<file path="src/rtl/cla_seq_pkg.sv">
// -----------------------------------------------------------------------------
// cla_seq_pkg
// Shared types and constants for the sequential carry-lookahead adder.
//   state_t    : sequencer state encoding (IDLE, RUN, DONE)
//   NIB_BITS   : width of the single carry-lookahead slice
//   idx_width(): bit width needed to count nibble steps (at least 1)
// -----------------------------------------------------------------------------
package cla_seq_pkg;

    typedef enum logic [1:0] {
        IDLE = 2'd0,
        RUN  = 2'd1,
        DONE = 2'd2
    } state_t;

    localparam int NIB_BITS = 4;

    // ceil(log2(nib)), clamped to 1 so a single-nibble build still has a
    // legal index register.
    function automatic int idx_width(input int nib);
        return (nib <= 1) ? 1 : $clog2(nib);
    endfunction

endpackage

</file>
<file path="src/rtl/cla_seq_adder_slice.sv">
// -----------------------------------------------------------------------------
// cla_nibble_slice
// Combinational 4-bit carry-lookahead adder.
//   a, b : nibble operands
//   ci   : carry in
//   s    : nibble sum
//   co   : carry out of bit 3
// -----------------------------------------------------------------------------
module cla_nibble_slice
    import cla_seq_pkg::*;
(
    input  logic [NIB_BITS-1:0] a,
    input  logic [NIB_BITS-1:0] b,
    input  logic                ci,
    output logic [NIB_BITS-1:0] s,
    output logic                co
);

    logic [NIB_BITS-1:0] g;
    logic [NIB_BITS-1:0] p;
    logic [NIB_BITS:0]   c;

    assign g = a & b;
    assign p = a ^ b;

    // Every carry is expanded directly from ci, so no carry ripples
    // through an earlier stage.
    assign c[0] = ci;
    assign c[1] = g[0] | (p[0] & ci);
    assign c[2] = g[1] | (p[1] & g[0]) | (p[1] & p[0] & ci);
    assign c[3] = g[2] | (p[2] & g[1]) | (p[2] & p[1] & g[0])
                | (p[2] & p[1] & p[0] & ci);
    assign c[4] = g[3] | (p[3] & g[2]) | (p[3] & p[2] & g[1])
                | (p[3] & p[2] & p[1] & g[0])
                | (p[3] & p[2] & p[1] & p[0] & ci);

    assign s  = p ^ c[NIB_BITS-1:0];
    assign co = c[NIB_BITS];

endmodule

</file>
<file path="src/rtl/cla_seq_adder.sv">
// -----------------------------------------------------------------------------
// cla_seq_adder
// Drives one 4-bit carry-lookahead slice across a WIDTH-bit operand pair,
// one nibble per cycle, LSB first. It supports add/subtract and produces
// carry-out and signed-overflow flags.
//
// Ports
//   clk, rst            : clock, synchronous active-high reset
//   in_valid / in_ready : request handshake
//   op_a, op_b          : operands
//   sub                 : 1 = A-B, 0 = A+B+cin
//   cin                 : carry in for add (ignored for subtract)
//   out_valid/out_ready : result handshake
//   sum, cout, ovf      : result, carry out (1 = no borrow on sub), overflow
//   zero                : result is zero (only with CLA_SEQ_ZERO_FLAG_EN)
//
// Optional feature macro: CLA_SEQ_ZERO_FLAG_EN adds the zero output.
// -----------------------------------------------------------------------------
module cla_seq_adder
    import cla_seq_pkg::*;
#(
    parameter int WIDTH = 16
) (
    input  logic             clk,
    input  logic             rst,
    input  logic             in_valid,
    output logic             in_ready,
    input  logic [WIDTH-1:0] op_a,
    input  logic [WIDTH-1:0] op_b,
    input  logic             sub,
    input  logic             cin,
    output logic             out_valid,
    input  logic             out_ready,
    output logic [WIDTH-1:0] sum,
    output logic             cout,
    output logic             ovf
`ifdef CLA_SEQ_ZERO_FLAG_EN
    ,
    output logic             zero
`endif
);

    localparam int NIB = WIDTH / NIB_BITS;
    localparam int IW  = idx_width(NIB);

    generate
        if ((WIDTH % NIB_BITS) != 0 || WIDTH < NIB_BITS) begin : g_bad_width
            $error("cla_seq_adder: WIDTH must be a multiple of 4 and at least 4");
        end
    endgenerate

    state_t                state_reg;
    logic [IW-1:0]         idx_reg;
    logic                  carry_reg;
    logic [WIDTH-1:0]      a_reg;
    logic [WIDTH-1:0]      b_reg;
    logic [WIDTH-1:0]      sum_reg;
    logic                  cout_reg;
    logic                  ovf_reg;
    logic                  in_ready_reg;
    logic                  out_valid_reg;
`ifdef CLA_SEQ_ZERO_FLAG_EN
    logic                  zero_reg;
`endif

    // Nibble views of the latched operands, selected by the step index.
    logic [NIB_BITS-1:0]   a_nib [NIB];
    logic [NIB_BITS-1:0]   b_nib [NIB];

    genvar gi;
    generate
        for (gi = 0; gi < NIB; gi++) begin : g_nib
            assign a_nib[gi] = a_reg[gi*NIB_BITS +: NIB_BITS];
            assign b_nib[gi] = b_reg[gi*NIB_BITS +: NIB_BITS];
        end
    endgenerate

    logic [NIB_BITS-1:0]   slice_a;
    logic [NIB_BITS-1:0]   slice_b;
    logic [NIB_BITS-1:0]   slice_sum;
    logic                  slice_co;
    logic                  last_step;

    assign slice_a   = a_nib[idx_reg];
    assign slice_b   = b_nib[idx_reg];
    assign last_step = (idx_reg == IW'(NIB - 1));

    cla_nibble_slice u_slice (
        .a  (slice_a),
        .b  (slice_b),
        .ci (carry_reg),
        .s  (slice_sum),
        .co (slice_co)
    );

    always_ff @(posedge clk) begin
        if (rst) begin
            state_reg     <= IDLE;
            idx_reg       <= '0;
            carry_reg     <= 1'b0;
            a_reg         <= '0;
            b_reg         <= '0;
            sum_reg       <= '0;
            cout_reg      <= 1'b0;
            ovf_reg       <= 1'b0;
            in_ready_reg  <= 1'b1;
            out_valid_reg <= 1'b0;
`ifdef CLA_SEQ_ZERO_FLAG_EN
            zero_reg      <= 1'b0;
`endif
        end else begin
            case (state_reg)
                IDLE: begin
                    if (in_valid) begin
                        a_reg        <= op_a;
                        // Subtraction is A + ~B + 1.
                        b_reg        <= sub ? ~op_b : op_b;
                        carry_reg    <= sub ? 1'b1 : cin;
                        idx_reg      <= '0;
                        sum_reg      <= '0;
                        in_ready_reg <= 1'b0;
                        state_reg    <= RUN;
`ifdef CLA_SEQ_ZERO_FLAG_EN
                        zero_reg     <= 1'b1;
`endif
                    end
                end
                RUN: begin
                    for (int i = 0; i < NIB; i++) begin
                        if (idx_reg == IW'(i)) begin
                            sum_reg[i*NIB_BITS +: NIB_BITS] <= slice_sum;
                        end
                    end
                    carry_reg <= slice_co;
                    idx_reg   <= idx_reg + 1'b1;
`ifdef CLA_SEQ_ZERO_FLAG_EN
                    zero_reg  <= zero_reg && (slice_sum == '0);
`endif
                    if (last_step) begin
                        cout_reg      <= slice_co;
                        // Operands agree in sign but the result MSB does not.
                        ovf_reg       <= (a_reg[WIDTH-1] == b_reg[WIDTH-1]) &&
                                         (slice_sum[NIB_BITS-1] != a_reg[WIDTH-1]);
                        out_valid_reg <= 1'b1;
                        state_reg     <= DONE;
                    end
                end
                DONE: begin
                    if (out_ready) begin
                        out_valid_reg <= 1'b0;
                        in_ready_reg  <= 1'b1;
                        state_reg     <= IDLE;
                    end
                end
                default: begin
                    state_reg     <= IDLE;
                    in_ready_reg  <= 1'b1;
                    out_valid_reg <= 1'b0;
                end
            endcase
        end
    end

    assign in_ready  = in_ready_reg;
    assign out_valid = out_valid_reg;
    assign sum       = sum_reg;
    assign cout      = cout_reg;
    assign ovf       = ovf_reg;
`ifdef CLA_SEQ_ZERO_FLAG_EN
    assign zero      = zero_reg;
`endif

endmodule
</file>
<file path="config.mk">
export PLATFORM = sky130hd
export DESIGN_NAME = cla_seq_adder
export DESIGN_NICKNAME = d
export VERILOG_FILES = /design/src/rtl/cla_seq_pkg.sv /design/src/rtl/cla_seq_adder_slice.sv /design/src/rtl/cla_seq_adder.sv
export SDC_FILE = /design/constraint.sdc
export NUM_CORES = 1
export LEC_CHECK = 0
export ABC_AREA = 0
export BUFFER_PORTS_ARGS = -buffer_cell sky130_fd_sc_hd__buf_2
export CAP_MARGIN = 20
export CORE_ASPECT_RATIO = 0.5
export CORE_MARGIN = 10
export CORE_UTILIZATION = 54
export DETAILED_ROUTE_END_ITERATION = 12
export PLACE_DENSITY = 0.89
export SYNTH_ARGS = -nofsm -noshare
export SYNTH_HDL_FRONTEND = slang
export SYNTH_SLANG_ARGS = --single-unit
</file>
<file path="constraint.sdc">
create_clock -name clk -period 3.22 [get_ports clk]
set_clock_uncertainty 0.15 [all_clocks]
set_input_delay 0.161 -clock clk [delete_from_list [all_inputs] [get_ports clk]]
set_output_delay 0.161 -clock clk [all_outputs]
set_load 0.03 [all_outputs]
</file>
==> results.toml, run 1 <==
[outcome]
status = "complete, no violations"

[global_route]
antenna_found_initial = 2
grt_pass1_wl_um = 12990
grt.overflow.total = 0
globalRouteTotalUtil_pct = 19.06
grt_pass1_vias = 2599
grt_max_degree = 58

[clock_tree]
h-tree-depth = 3
cts_made_buffers = 9
worstSkewPairLatency_ns = 0.36
cts_buffer_depth = 2
clk_pin_slew_ns = 0.07
cts_setup_buffers = 0
clock-sinks = 57
cts_root_buf = "clkbuf_8"
post_cts_resized = 0
postCtsHoldBufs = 33
cts_tree = "yes"

[flow_run]
drv_cap = 0

[logic_synthesis]
synthFlopType = "dfxtp_1"
synth_top_area_share_pct = 42.90
synth_cell_type_count = 38
netlist_top_cells_area = "dfxtp_1 43%, mux4_2 6.8%, nand2_1 6.3%"
yosys_warnings = 0
synth_area_um2 = 2660
synth_edf_count = 0
ys_seq_elements = 57
yosysTopAreaCell = "dfxtp_1"
syn_avg_cell_area_um2 = 9.268
synth_cells = 287
synthArstFlopShare_pct = 0
synth_fp_nets = 334
synth-seq-area-share_pct = 42.90

[worst_setup_path]
worst_setup_path_end_kind = "flip-flop"
crit_start = "idx_reg[0]$_SDFFE_PP0P_"
critPathRequiredTime_ns = 3.33
cp.arrival_ns = 2.99
start_kind = "flip-flop"
crit_type = "flip-flop to flip-flop"
timing.rr.start = "idx_reg[0]$_SDFFE_PP0P_"
cp_max_fo = 7
r2r_slack_ns = 0.34

[place]
io_buffer_count = 57
post-place-cells = 395
gp_congestion = 0.9125
placed_area_um2 = 2948
place_ws_ns = 0.5203
hpwl_um = 4787

[routing]
drc = 0
drt_first_iter_violations = 341
viasPerCell = 5.942
vias = 2650
wl_um = 8402
drt_first_pass_iters = 5
wl_per_cell_um = 18.84
antenna_left = 0

[floorplan]
dieWidth_um = 119.3
fp-row-count = 17
die_h_um = 69.63
initial_core_util_pct = 58.17
die_area_um2 = 8304
core_area_um2 = 4573
io_pins = 58

[finish]
design_area_um2 = 3480
drive_gt1_share_pct = 24.60
stdcell_count = 446
n_fill_cell = 265
synthToLayoutAreaGrowth_pct = 30.81
nNetsFinal = 420
final_util_pct = 76.09

[power_and_ir_drop]
swShare_pct = 29.07
power_density_nw_per_um2 = 515.9
p_seq_share_pct = 43.6
intPower_mw = 1.273
leakage_nw = 1.441
p_total_mw = 1.795
comb_power_share_pct = 18.7
p_sw_mw = 0.5217
clkPwrFrac_pct = 37.7
vdd_ir_drop_max_mv = 0.2768

[sta]
drv_slew = 0
finalHoldViolations = 0
tns_ns = 0
relSlewSlack_pct = 34.29
tightest_slew_ns = 0.9856
period_share_pct = 89.53
rsz0062_at_grt = "no"
period_minus_slack_ns = 2.883
whs_ns = 0.05306
max_freq_ghz = 0.3469
final-setup-viol-count = 0
setup_ws_ns = 0.3373

[hold_path]
hp-start = "in_valid"
hold_class = "input pin to flip-flop"
==> cells in the mapped netlist (2+ instances only) <==
| cell | number |
|---|---|
| buf_6 | 3 |
| buf_2 | 7 |
| xnor2_1 | 17 |
| a21oi_2 | 2 |
| a211oi_1 | 19 |
| clkbuf_1 | 7 |
| nand2_1 | 45 |
| nor2_1 | 36 |
| a21o_1 | 2 |
| a21oi_1 | 29 |
| o21ai_0 | 9 |
| ha_1 | 8 |
| buf_4 | 2 |
| nor3_1 | 4 |
| mux2i_1 | 5 |
| mux4_2 | 8 |
| inv_1 | 5 |
| dfxtp_1 | 57 |
| a32oi_1 | 3 |
==> power by group through the flow <==
stage,clock (mW),sequential [mW],combinational (mW)
final,0.677,0.783,0.335
after global routing,0.712,0.786,0.356
after CTS,0.665,0.779,0.314
after detailed placement,0,0.794,0.280
after global placement,0,0.792,0.266
after floorplan,0,0.803,0.195
==> cells by family (layout without fill, tap and decap cells) <==
logic type                 count (synthesis)  count (layout)  share of synthesized area, %
AOI/OAI and AO/OA                         71              71                         17.64
xor gates and xnor gates                  17              17                         5.597
adders and majority gates                  9               9                         4.516
buffers and inverters                     24             115                         4.845
DFF                                       57              57                         42.90
muxes                                     13              13                         8.655
other                                      0               2                             0
and+or+nand+nor                           96              96                         15.85
==> final timing paths <==
check,to,depth (start not counted)
hold reg to reg,sum[13]$_SDFFE_PP0P_,2
setup / recovery,ovf$_SDFFE_PP0P_,8
setup reg to reg,ovf$_SDFFE_PP0P_,8
hold / removal,state_reg[0]$_SDFFE_PP0P_,3
==> routing by layer <==
metal,share of wire [%],up-vias,GRT usage [%]
met5,0,-,0
li1,-,1167,-
met2,47,201,30.88
met1,36,1223,20.53
met3,11,59,8.907
met4,5.3,0,9.587
==> area by class of cell <==
cell class / instances / area (um2) / area share [%]
clock inverter: 5 / 55.05 / 1.582
antenna: 2 / 5.005 / 0.1438
multi-input combinational: 206 / 1390 / 39.95
sequential: 57 / 1141 / 32.79
tap: 66 / 82.58 / 2.373
timing repair buffer: 94 / 645.6 / 18.55
inverter: 5 / 18.77 / 0.5394
clock buffer: 11 / 141.4 / 4.063
==> cells in the final DEF (no fill, tap or decap), types with 5 or more instances in the layout <==
master | Yosys | routed
a211oi_1 | 19 | 19
dlygate4sd3_1 | 0 | 33
o21ai_0 | 9 | 9
a21oi_1 | 29 | 29
mux2i_1 | 5 | 5
ha_1 | 8 | 8
buf_2 | 7 | 57
mux4_2 | 8 | 8
clkbuf_8 | 0 | 10
nor2_1 | 36 | 36
dfxtp_1 | 57 | 57
nand2_1 | 45 | 45
inv_1 | 5 | 5
xnor2_1 | 17 | 17
==> worst max-delay path, cell delays in order, from the launching register on <==
cell	delay, ns
dfxtp_1	0.38
buf_4	0.21
mux4_2	0.57
ha_1	0.38
a211oi_2	0.24
nor2_1	0.10
o311a_4	0.36
nand3b_4	0.16
a311oi_2	0.24
(Power assumes the default switching activity.)
==> run 2: changes to the inputs <==
--- a/config.mk
+++ b/config.mk
@@ -5,7 +5,7 @@
 export SDC_FILE = /design/constraint.sdc
 export NUM_CORES = 1
 export LEC_CHECK = 0
-export ABC_AREA = 0
+export ABC_AREA = 1
 export BUFFER_PORTS_ARGS = -buffer_cell sky130_fd_sc_hd__buf_2
 export CAP_MARGIN = 20
 export CORE_ASPECT_RATIO = 0.5
@@ -13,6 +13,7 @@
 export CORE_UTILIZATION = 54
 export DETAILED_ROUTE_END_ITERATION = 12
 export PLACE_DENSITY = 0.89
+export REMOVE_ABC_BUFFERS = 1
 export SYNTH_ARGS = -nofsm -noshare
 export SYNTH_HDL_FRONTEND = slang
 export SYNTH_SLANG_ARGS = --single-unit
==> results.toml, run 2 <==
[sta]
relSlewSlack_pct = 54.37
drv_slew = 0
whs_ns = 0.04965
tns_ns = 0
rsz0062_at_grt = "no"
setup_ws_ns = 0.6788
finalHoldViolations = 0
tightest_slew_ns = 0.6803
final-setup-viol-count = 0
max_freq_ghz = 0.3935
period_minus_slack_ns = 2.541
period_share_pct = 78.92

[clock_tree]
cts_buffer_depth = 2
cts_tree = "yes"
cts_root_buf = "clkbuf_8"
post_cts_resized = 0
clk_pin_slew_ns = 0.07
cts_setup_buffers = 0
clock-sinks = 57
h-tree-depth = 3
worstSkewPairLatency_ns = 0.36
cts_made_buffers = 9
postCtsHoldBufs = 33

[logic_synthesis]
synthArstFlopShare_pct = 0
syn_avg_cell_area_um2 = 7.869
yosys_warnings = 0
synth_cell_type_count = 30
netlist_top_cells_area = "dfxtp_1 42%, nor2_1 9.8%, o21ai_0 8.1%"
synth_cells = 346
synth_edf_count = 0
synth-seq-area-share_pct = 41.91
ys_seq_elements = 57
yosysTopAreaCell = "dfxtp_1"
synthFlopType = "dfxtp_1"
yosys-top-cells-count = "71 x nor2_1, 57 x dfxtp_1, 44 x o21ai_0"
yosysMostFrequentCell = "nor2_1"
synth_area_um2 = 2723
synth_top_area_share_pct = 41.91

[finish]
final_common_cell = "nor2_1"
synthToLayoutAreaGrowth_pct = 28.68
design_area_um2 = 3503
n_fill_cell = 358
n_antenna_cell = 0
final_util_pct = 71.36
multi_input_area_um2 = 1384
final_cell_mix = "71 x nor2_1, 57 x dfxtp_1, 57 x buf_2"
nNetsFinal = 477
drive_gt1_share_pct = 18.85
area.sequential_um2 = 1141

[floorplan]
io_pins = 58
core_area_um2 = 4910
die_h_um = 70.21
fp-row-count = 18
die_area_um2 = 8454
initial_core_util_pct = 55.45
dieWidth_um = 120.4

[worst_setup_path]
cp.arrival_ns = 2.64
critPathMaxStageDelay_ns = 0.55
crit_top_cell = "nand2_1"
crit_type = "flip-flop to flip-flop"
slowest_stage = "dfxtp_1"
cp_top_family = "simple AND/OR/NAND/NOR gates"
critPathRequiredTime_ns = 3.32
worst_setup_path_end_kind = "flip-flop"
start_kind = "flip-flop"
crit_buf_inv = 2
crit_chain = "inv_1 -> o21ai_0 -> o22ai_1 -> ha_1 -> nand2_1 -> nand2_1 -> nand2_1 -> nand2_1 -> nand2_1 -> nand3_1 -> nand3_1 -> nand2_1 -> inv_1"
cp_max_fo = 12

[place]
io_buffer_count = 57
place_ws_ns = 0.8248
hpwl_um = 4547
gp_congestion = 0.8632
placed_area_um2 = 2998

[routing]
drt_first_pass_iters = 6
wl_per_cell_um = 14.98
viasPerCell = 5.444
drc = 0
wl_um = 7566
antenna_left = 0
drt_first_iter_violations = 331
vias = 2749

[outcome]
status = "complete, no violations"

[global_route]
grt_pass1_wl_um = 12440
grt.overflow.total = 0
grt_pass1_vias = 2614
antenna_found_initial = 0
globalRouteTotalUtil_pct = 18.01
grt_max_degree = 51

[hold_path]
hold_class = "input pin to flip-flop"

[power_and_ir_drop]
leakage_nw = 1.548
power_density_nw_per_um2 = 534.7
vdd_ir_drop_max_mv = 0.2436

[flow_run]
drv_cap = 0
[run 2: through the flow]
step                      cells  power, mW
after detailed placement    456      1.230
after CTS                   505      1.842
after global placement      456      1.216
after global routing        505      1.961
final                       505      1.873
after floorplan             327      1.103
[run 2: report_power, final]
| group | switching [mW] | total (mW) | leakage (nW) | internal, mW |
|---|---|---|---|---|
| Combinational | 0.292 | 0.469 | 0.992 | 0.176 |
| Sequential | 0.0387 | 0.805 | 0.470 | 0.766 |
| Clock | 0.280 | 0.600 | 0.0867 | 0.320 |
[run 2: cells by family (layout without fill, tap and decap cells)]
family,after synthesis,in the layout,synth area share [%]
xor+xnor,17,17,5.469
fa+ha+maj,9,9,4.412
compound gates,97,97,21.65
buf+inv,41,130,7.261
flops,57,57,41.91
simple gates,125,125,19.30
[run 2: cell type report]
| class | instances | area share [%] |
|---|---|---|
| clock inverter | 2 | 0.3571 |
| inverter | 22 | 2.429 |
| multi-input combinational | 248 | 39.50 |
| tap | 70 | 2.500 |
| sequential | 57 | 32.57 |
| timing repair buffer | 92 | 18.00 |
| clock buffer | 14 | 4.643 |
[run 2: worst register-to-register path, delay by kind of cell (launching register included)]
kind            cells  cell delay (ns)
buf+inv             2             0.30
simple gates        8             0.72
fa+ha+maj           1             0.43
compound gates      2             0.29
flops               1             0.55
[run 2: worst paths after layout]
path | startpoint | slack, ns | endpoint | depth (start not counted)
max reg2reg | idx_reg[1]$_SDFFE_PP0P_ | 0.68 | ovf$_SDFFE_PP0P_ | 13
max | idx_reg[1]$_SDFFE_PP0P_ | 0.68 | ovf$_SDFFE_PP0P_ | 13
min | out_ready | 0.05 | state_reg[1]$_SDFFE_PP0P_ | 3
min reg2reg | sum[4]$_SDFFE_PP0P_ | 0.31 | sum[4]$_SDFFE_PP0P_ | 2
[run 2: metal layers]
metal  routed length [um]  up-vias  share of wire, %  global-route usage, %
li1                     -     1333                 -                      -
met5                    0        -                 0                      0
met4                  224        0               3.0                  7.979
met2                 3590      132                47                  29.51
met3                  707       29               9.3                  7.779
met1                 3044     1255                40                  19.93
